## config.mk

```make
export PLATFORM = sky130hd
export DESIGN_NAME = la_dmux5_arb
export DESIGN_NICKNAME = d
export VERILOG_FILES = /design/src/rtl/la_dmux5_arb.sv
export SDC_FILE = /design/constraint.sdc
export NUM_CORES = 1
export LEC_CHECK = 0
export BUFFER_PORTS_ARGS = -buffer_cell sky130_fd_sc_hd__clkbuf_2
export CORE_UTILIZATION = 64
export CTS_BUF_LIST = sky130_fd_sc_hd__clkbuf_8
export CTS_CLUSTER_SIZE = 40
export DETAILED_ROUTE_END_ITERATION = 7
export PLACE_DENSITY = 0.83
export RECOVER_POWER = 25
export SYNTH_ARGS = -nofsm -noshare
export SYNTH_HDL_FRONTEND = slang
export SYNTH_SLANG_ARGS = --single-unit
```

## constraint.sdc

```tcl
create_clock -name clk -period 4.5 [get_ports clk]
set_input_delay 0.675 -clock clk [delete_from_list [all_inputs] [get_ports clk]]
set_output_delay 0.675 -clock clk [all_outputs]
set_load 0.02 [all_outputs]
```

## src/rtl/la_dmux5_arb.sv

```systemverilog
// la_dmux5_arb: round-robin arbiter driving a registered one-hot 5:1 mux select.
// Optional grant statistics counter enabled by `define LA_DMUX5_ARB_STATS_EN.
module la_dmux5_arb #(
  parameter string PROP     = "DEFAULT",
  parameter int    MAXBEATS = 0
) (
  input  logic       clk,
  input  logic       reset,
  input  logic [4:0] req,
  input  logic       lock,
  input  logic       ready,
  output logic [4:0] sel,
  output logic       valid,
  output logic [2:0] owner
`ifdef LA_DMUX5_ARB_STATS_EN
  ,
  output logic [15:0] grants
`endif
);

  // PROP only tunes implementation; it carries no logic.
  if (PROP == "") begin : g_prop_empty
  end

  localparam bit         LP_CAP  = (MAXBEATS > 0);
  localparam logic [7:0] LP_LAST = LP_CAP ? 8'(MAXBEATS - 1) : 8'd0;

  typedef enum logic {
    S_IDLE,
    S_GRANT
  } state_t;

  state_t     r_state;
  state_t     w_state_nxt;
  logic [4:0] r_sel;
  logic [4:0] w_sel_nxt;
  logic [2:0] r_owner;
  logic [2:0] w_owner_nxt;
  logic [2:0] r_ptr;
  logic [2:0] w_ptr_nxt;
  logic [7:0] r_beat;
  logic [7:0] w_beat_nxt;
  logic       w_grant_evt;

  logic       w_own_req;
  logic       w_xfer;
  logic       w_last;
  logic       w_rel;
  logic [2:0] w_after;
  logic [3:0] w_pick_idle;
  logic [3:0] w_pick_rel;

  // First set bit of v scanning s, s+1, ... mod 5; returns {found, index}.
  function automatic logic [3:0] f_pick(
    input logic [4:0] v,
    input logic [2:0] s
  );
    logic [3:0] r;
    int         t;
    r = 4'b0;
    for (int k = 4; k >= 0; k--) begin
      t = int'(s) + k;
      if (t >= 5) t = t - 5;
      if (v[t]) r = {1'b1, 3'(t)};
    end
    return r;
  endfunction

  function automatic logic [4:0] f_onehot(input logic [2:0] i);
    return 5'd1 << i;
  endfunction

  assign w_own_req   = |(r_sel & req);
  assign w_xfer      = w_own_req & ready;
  assign w_last      = LP_CAP && (r_beat == LP_LAST);
  assign w_rel       = (w_xfer & ~lock) | (w_xfer & w_last) | ~w_own_req;
  assign w_after     = (r_owner == 3'd4) ? 3'd0 : r_owner + 3'd1;
  assign w_pick_idle = f_pick(req, r_ptr);
  assign w_pick_rel  = f_pick(req & ~r_sel, w_after);

  // Next-state, select, pointer and beat counter selection.
  always_comb begin
    w_state_nxt = r_state;
    w_sel_nxt   = r_sel;
    w_owner_nxt = r_owner;
    w_ptr_nxt   = r_ptr;
    w_beat_nxt  = r_beat;
    w_grant_evt = 1'b0;
    unique case (r_state)
      S_IDLE: begin
        if (w_pick_idle[3]) begin
          w_state_nxt = S_GRANT;
          w_sel_nxt   = f_onehot(w_pick_idle[2:0]);
          w_owner_nxt = w_pick_idle[2:0];
          w_beat_nxt  = 8'd0;
          w_grant_evt = 1'b1;
        end
      end
      S_GRANT: begin
        if (w_rel) begin
          w_ptr_nxt  = w_after;
          w_beat_nxt = 8'd0;
          if (w_pick_rel[3]) begin
            w_sel_nxt   = f_onehot(w_pick_rel[2:0]);
            w_owner_nxt = w_pick_rel[2:0];
            w_grant_evt = 1'b1;
          end else if (w_own_req) begin
            w_grant_evt = 1'b1;
          end else begin
            w_state_nxt = S_IDLE;
            w_sel_nxt   = 5'b0;
            w_owner_nxt = 3'd0;
          end
        end else if (w_xfer && r_beat != 8'hFF) begin
          w_beat_nxt = r_beat + 8'd1;
        end
      end
    endcase
  end

  // Arbiter state registers.
  always_ff @(posedge clk or posedge reset) begin
    if (reset) begin
      r_state <= S_IDLE;
      r_sel   <= 5'b0;
      r_owner <= 3'd0;
      r_ptr   <= 3'd0;
      r_beat  <= 8'd0;
    end else begin
      r_state <= w_state_nxt;
      r_sel   <= w_sel_nxt;
      r_owner <= w_owner_nxt;
      r_ptr   <= w_ptr_nxt;
      r_beat  <= w_beat_nxt;
    end
  end

`ifdef LA_DMUX5_ARB_STATS_EN
  logic [15:0] r_grants;

  // Saturating count of grant events.
  always_ff @(posedge clk or posedge reset) begin
    if (reset) begin
      r_grants <= 16'd0;
    end else if (w_grant_evt && r_grants != 16'hFFFF) begin
      r_grants <= r_grants + 16'd1;
    end
  end

  assign grants = r_grants;
`endif

  assign sel   = r_sel;
  assign owner = r_owner;
  assign valid = w_own_req;

endmodule

```

### Word-level counts from Yosys, hierarchy flattened

Cells that the tools add are included.

| word-level totals | value |
|---|---|
| flip-flop bits (word level) | 12 |
| input bits | 9 |
| output and inout port bits | 9 |
| word-level logic and storage cells | 127 |

| cells by class | value |
|---|---|
| add/sub/neg operators | 19 |
| order comparisons | 20 |
| eq/ne operators | 4 |
| shift operators | 2 |
| multiplexer cells | 66 |
| bitwise operators | 9 |
| reduce and logical (&&, ||, !) cells | 3 |

Operator list:

| kind | number |
|---|---|
| $lt A32 B5 Y1 const B | 10 |
| $mux W32 | 10 |
| $mux W4 | 10 |
| $sub A4 B3 Y5 const B | 8 |
| $ge A4 B3 Y1 const B | 8 |
| $bmux W1 S3 | 10 |
| $mux W1 | 24 |
| $mux W5 | 4 |
| $add A3 B2 Y4 const B | 4 |
| $mux W3 | 5 |
| $and A5 B5 Y5 | 2 |
| $pmux W5 S2 | 1 |
| $shl A1 B3 Y5 const A | 2 |
| $add A3 B1 Y4 const B | 2 |
| $add A3 B3 Y4 const B | 2 |
| $sub A3 B3 Y4 const B | 2 |
| $ge A3 B3 Y1 const B | 2 |
| $pmux W3 S2 | 1 |
| $not A5 Y5 | 1 |
| $reduce_or A5 Y1 | 1 |
| $add A3 B1 Y3 const B | 1 |
| $eq A3 B3 Y1 const B | 1 |
| $ne A3 B2 Y1 const B | 1 |
| $not A1 Y1 | 3 |
| 7 further kinds | 8 |

### Depth between registers and ports, before layout

| depth | value |
|---|---|
| word-level depth | 17 |
| mapped depth | 18 |
| mapped depth without buffers | 16 |

### Least setup slack after synthesis

Ideal clock, no wire load.

| path | value |
|---|---|
| path kind | register to register |
| start | register r_owner[0] (netlist: owner[0]) |
| end | register r_owner[1] (netlist: owner[1]) |
| library setup time | 0.119 ns |
| arrival time | 4.143 ns |
| required time | 4.381 ns |
| slack | 0.238 ns |
| cell stages (with the launch flop) | 17 |
| path buffers | 3 |
| clock period less this slack | 4.262 ns |
| path through | dfrtp_1 -> inv_1 -> ha_1 -> a21o_2 -> buf_4 -> inv_2 -> ha_1 -> clkbuf_1 -> nand2b_1 -> a311o_2 -> nand2_1 -> mux2_2 -> mux2_2 -> a2111o_1 -> o221a_4 -> buf_6 -> o21a_1 |

| on the way | value |
|---|---|
| word-level cells in the longest chain between the ends | 16 |
| elaborated cells on any way between the ends | 47 |
| those cells by class | add/sub: 10; order compare: 5; eq/ne: 2; mux: 29; reduce/logical: 1 |

Ends and longest elaborated chain:

| element | line | source |
|---|---|---|
| start, declared | 37 | `logic [2:0] r_owner;` |
| start signal, assigned | 132 | `r_owner <= w_owner_nxt;` |
| $add A3 B1 Y3 / $eq A3 B3 Y1 (equally long branches) | 77 | `assign w_after = (r_owner == 3'd4) ? 3'd0 : r_owner + 3'd1;` |
| $mux W3 * | 77 |  |
| via w_after[0] | 49 | `logic [2:0] w_after;` |
| $add A3 B3 Y4 | 62 | `t = int'(s) + k;` |
| $sub A4 B3 Y5 / $ge A4 B3 Y1 (equally long branches) | 63 | `if (t >= 5) t = t - 5;` |
| $mux W32 | 63 |  |
| $bmux W1 S3 | 64 | `if (v[t]) r = {1'b1, 3'(t)};` |
| $mux W1 (not written as such) (2 in a row) | 64 |  |
| $mux W4 (4 in a row) | 64 |  |
| $mux W4 * | 64 |  |
| $mux W3 | 103 | `if (w_pick_rel[3]) begin` |
| $mux W3 | 100 | `if (w_rel) begin` |
| $pmux W3 S2 | 89 | `unique case (r_state)` |

The timed path passes the listed nets; every way through them passes the cells marked *. The select of a mux whose other input is x is not followed.
A chain may end at the register's enable or synchronous reset.

### Worst setup path after layout

| path | value |
|---|---|
| start | register r_owner[0] (netlist: owner[0]) |
| end | register r_owner[2] (netlist: owner[2]) |

Same word-level chain as after synthesis.

==> results <==
- The maximum clock skew at final layout is 0.00448 ns.
- For the worst setup path, the data required time is 4.62 ns.
- Entering global routing, the biggest net connects 24 pins.
- For this block, the initial DRC count from the detailed router was 354.
- The nature of the critical path endpoint is a flip-flop.
- Input and output buffers added on the ports amount to 17.
- The synthesized instance count is 363.
- The standard-cell row count is 23.
- Summing the areas of all compound-gate instances in the mapped netlist gives 28.4% of the synthesized area.
- The total count of max-transition violations in the final report is 0.
- The number of different library cells used by synthesis comes to 80.
- In the routed design, unresolved DRC markers number 0.
- STA classifies the critical path startpoint as a flip-flop.
- The area share of fa/ha/maj cells after synthesis is 10.3%.
- The highest net fanout along the worst path is 10.
- The number of buffers created by CTS is 3.
- The effective utilization at floorplan is 68.5%.
- The finished layout holds 419 standard cells, fillers aside.
- The via count of the first global-routing pass is 2690.
- The number of detailed-routing iterations run before antenna repair is 5.
- 18 I/O pins were placed.
- The most repeated library cell on the critical path is mux2_2.
- The number of synthesized register bits is 12.
- TritonCTS built the clock tree.
- The die covers 4640 um2.
- For this run, the top clock speed supported by timing is 232 MHz.
- The main combinational cell family by area after synthesis is compound AO/OA/AOI/OAI gates.
- The number of vias per cell is 7.05.
- Setup violations remaining at the end of the flow were counted as 0.
- The worst pin sits at a relative slew slack of 46.1%.
- After synthesis, the cell types taking the most area are dfrtp_1 (11%), ha_1 (10%), mux2i_1 (8.9%), mux2_2 (4.8%), nor2_1 (4.7%).
- The total global-route track usage is 35.7%.
- The number of hold violations in the final report is 0.
- The post-route clock period utilization is 95.6%.
- After synthesis, flip-flops and latches occupy 10.7% of the total area.
- The top cell type by area accounts for 10.7% of the synthesized area.
- In the final design database the tool counted 402 nets.
- In this run the cell area measured after placement is 2870 um2.
- On the worst path, the slowest cell contributes a delay of 0.52 ns.
- The number of H-tree branching levels is 1.
- The congestion estimate from routability-driven global placement came to 0.995.
- The initial antenna violation count was 0.
- The Yosys warning count is 0.
- Of all flip-flops after synthesis, the portion carrying an async set or reset was 100%.
- In the final timing run, aggregate negative setup slack is 0 ns.
- The largest area contributor in the netlist is dfrtp_1.
- The synthesis-to-layout area growth is 5.14%.
- The clock passes through at most 2 buffers.
- The detailed-route via count is 2952.
- The summed instance area of the synthesized netlist is 2800 um2.
- The share of cells above drive strength 1 is 17.3%.
- The start-to-end type of the worst setup path is reg2reg.
- The clock period could shrink to 4.30 ns.
- The transition time at the pin with the least slew margin is 0.802 ns.
- The post-synthesis simple-gate area fraction is 26.1%.
- The mux contribution to synthesized area is 15.6%.
- The floorplan step defined a core boundary enclosing 4090 um2.
- The final layout contains routed wiring with a total length of 7870 um.
- Max-cap violations in this run came to 0.
- Counting every sink on the clock net gives 12.
- The die is 68.1 um wide.
- When the netlist entered floorplanning its net count stood at 395.
- STA puts the critical path data arrival time at 4.42 ns.
- The later-pin clock latency in the skew report is 0.26 ns.
- The number of flops mapped to enable cells by yosys is 0.
- The slowest stage of the critical path belongs to the cell a2111o_1.
- The global-route congestion overflow total is 0.
- The clock root buffer is clkbuf_8.
- The critical path goes through inv_1, ha_1, a21o_2, inv_2, ha_2, nand2b_1, a311o_2, nand2_1, mux2_2, mux2_2, a2111o_1, and3_1, nor4_1, nor2_1.
- After detailed placement, the design holds a cell count of 415.
- The worst hold path belongs to the class in2async.
- Summed over all nets, the half-perimeter wirelength after detailed placement is 5870 um.
- The average routed wire per standard cell is 18.8 um.
- The detail route stage leaves a number of antenna-violating nets equal to 0.
- The antenna diode count is 0.
- Setup repair after global routing left no endpoint under its margin.
- The xor and xnor fraction of the mapped netlist area is 2.14%.
- The final hold slack is 0.421 ns.
- The die outline height is 68.1 um.
- The flow ran to the end, and the final reports show no timing, DRC or antenna violations.
- The first global-routing pass estimated 12600 um of wire.
- The mean instance size in the synthesized netlist is 7.71 um2.
- For this run, the leading register cell type out of synthesis is dfrtp_1.
- Once layout is done, the placed cells without fillers occupy 2940 um2.
- The post-CTS clock slew at the launch and capture registers of the worst setup and hold paths is 0.06 ns.
state kept, by name (all words and copies together) (netlist names):
register / cells
sel: 5
owner: 3
r_ptr: 3
r_state: 1
layout by cell type (no fill, tap or decap), drive strengths merged, types with 5 or more instances in the layout:
| cell type | instances |
|---|---|
| mux2 | 13 |
| mux2i | 26 |
| nand2b | 11 |
| a211oi | 8 |
| nor2b | 8 |
| a21oi | 20 |
| nor3 | 11 |
| nand2 | 29 |
| and2 | 6 |
| dfrtp | 12 |
| clkbuf | 21 |
| and3 | 5 |
| nor2 | 35 |
| o21ai | 16 |
| a31oi | 11 |
| inv | 22 |
| ha | 23 |
| o32ai | 5 |
layer usage:
layer	vias to the layer above	global-route usage, %	wire [um]
met1	1386	49.2	3520
met3	19	3.33	657
met4	0	9.38	115
met5	-	0	0
met2	178	58.8	3580
li1	1369	-	-
final timing paths:
path | cells after the start | slack (ns) | start | end
worst max-delay path | 14 | 0.20 | owner[0] | owner[2]
worst min-delay path | 2 | 0.42 | reset | owner[0]
worst max register to register | 14 | 0.20 | owner[0] | owner[2]
worst min register to register | 2 | 0.61 | sel[4] | sel[4]
max in group asynchronous | 2 | 3.72 | reset | owner[0]
min in group clk | 2 | 0.61 | sel[4] | sel[4]
synthesized netlist by cell type, types with 3 or more instances:
| cell | n |
|---|---|
| nor2_1 | 35 |
| nand2_1 | 29 |
| mux2i_1 | 25 |
| ha_1 | 23 |
| a21oi_1 | 20 |
| inv_1 | 20 |
| o21ai_0 | 15 |
| dfrtp_1 | 12 |
| mux2_2 | 12 |
| a31oi_1 | 11 |
| nor3_1 | 11 |
| nand2b_1 | 10 |
| clkbuf_1 | 9 |
| a211oi_1 | 8 |
| nor2b_1 | 8 |
| and2_1 | 6 |
| and3_1 | 5 |
| nand3_1 | 4 |
| nand4_1 | 4 |
| o22a_1 | 4 |
| o32ai_1 | 4 |
| a311oi_1 | 3 |
| buf_2 | 3 |
| buf_6 | 3 |
| nor4_1 | 3 |
| o21a_1 | 3 |
| xnor2_1 | 3 |
metrics by stage:
stage	util [%]	worst slack [ns]
5_1_grt	72.0	0.00510
2_1_floorplan	-	0.238
3_5_place_dp	70.3	0.144
3_3_place_gp	70.3	0.194
4_1_cts	71.6	0.0606
6_report	72.0	0.198
worst max-delay path, delay by kind of cell, from the launching register on:
kind | cells | cell delay (ns)
compound gates | 3 | 1.28
fa+ha+maj | 2 | 0.62
buf+inv | 2 | 0.29
flops | 1 | 0.45
mux | 2 | 0.65
simple gates | 5 | 0.89
cell type report:
type	instances	area (um2)
inverters	22	82.6
clock buffers	4	55.1
fillers	335	1140
well taps	50	62.6
flip-flops and latches	12	302
multi-input cells	310	2330
repair buffers	21	115
timing repair:
action                                  4_1_cts  5_1_grt
resized for setup                             0        4
hold buffers                                  0        0
endpoints found under the hold margin         0        0
endpoints found under the setup margin        0        8
setup buffers                                 0        0
logic make-up (layout without fill, tap and decap cells):
logic type,Yosys count,count (layout)
AND/OR/NAND/NOR,136,136
buffers and inverters,41,47
AO/OA/AOI/OAI,105,105
XOR/XNOR,6,6
flip-flops,12,12
multiplexers,40,40
adder cells (fa/ha/maj),23,23
Power is left out: the tool's default activity adds up to more than one toggle a clock period on the data nets, which glitch-free logic cannot reach.
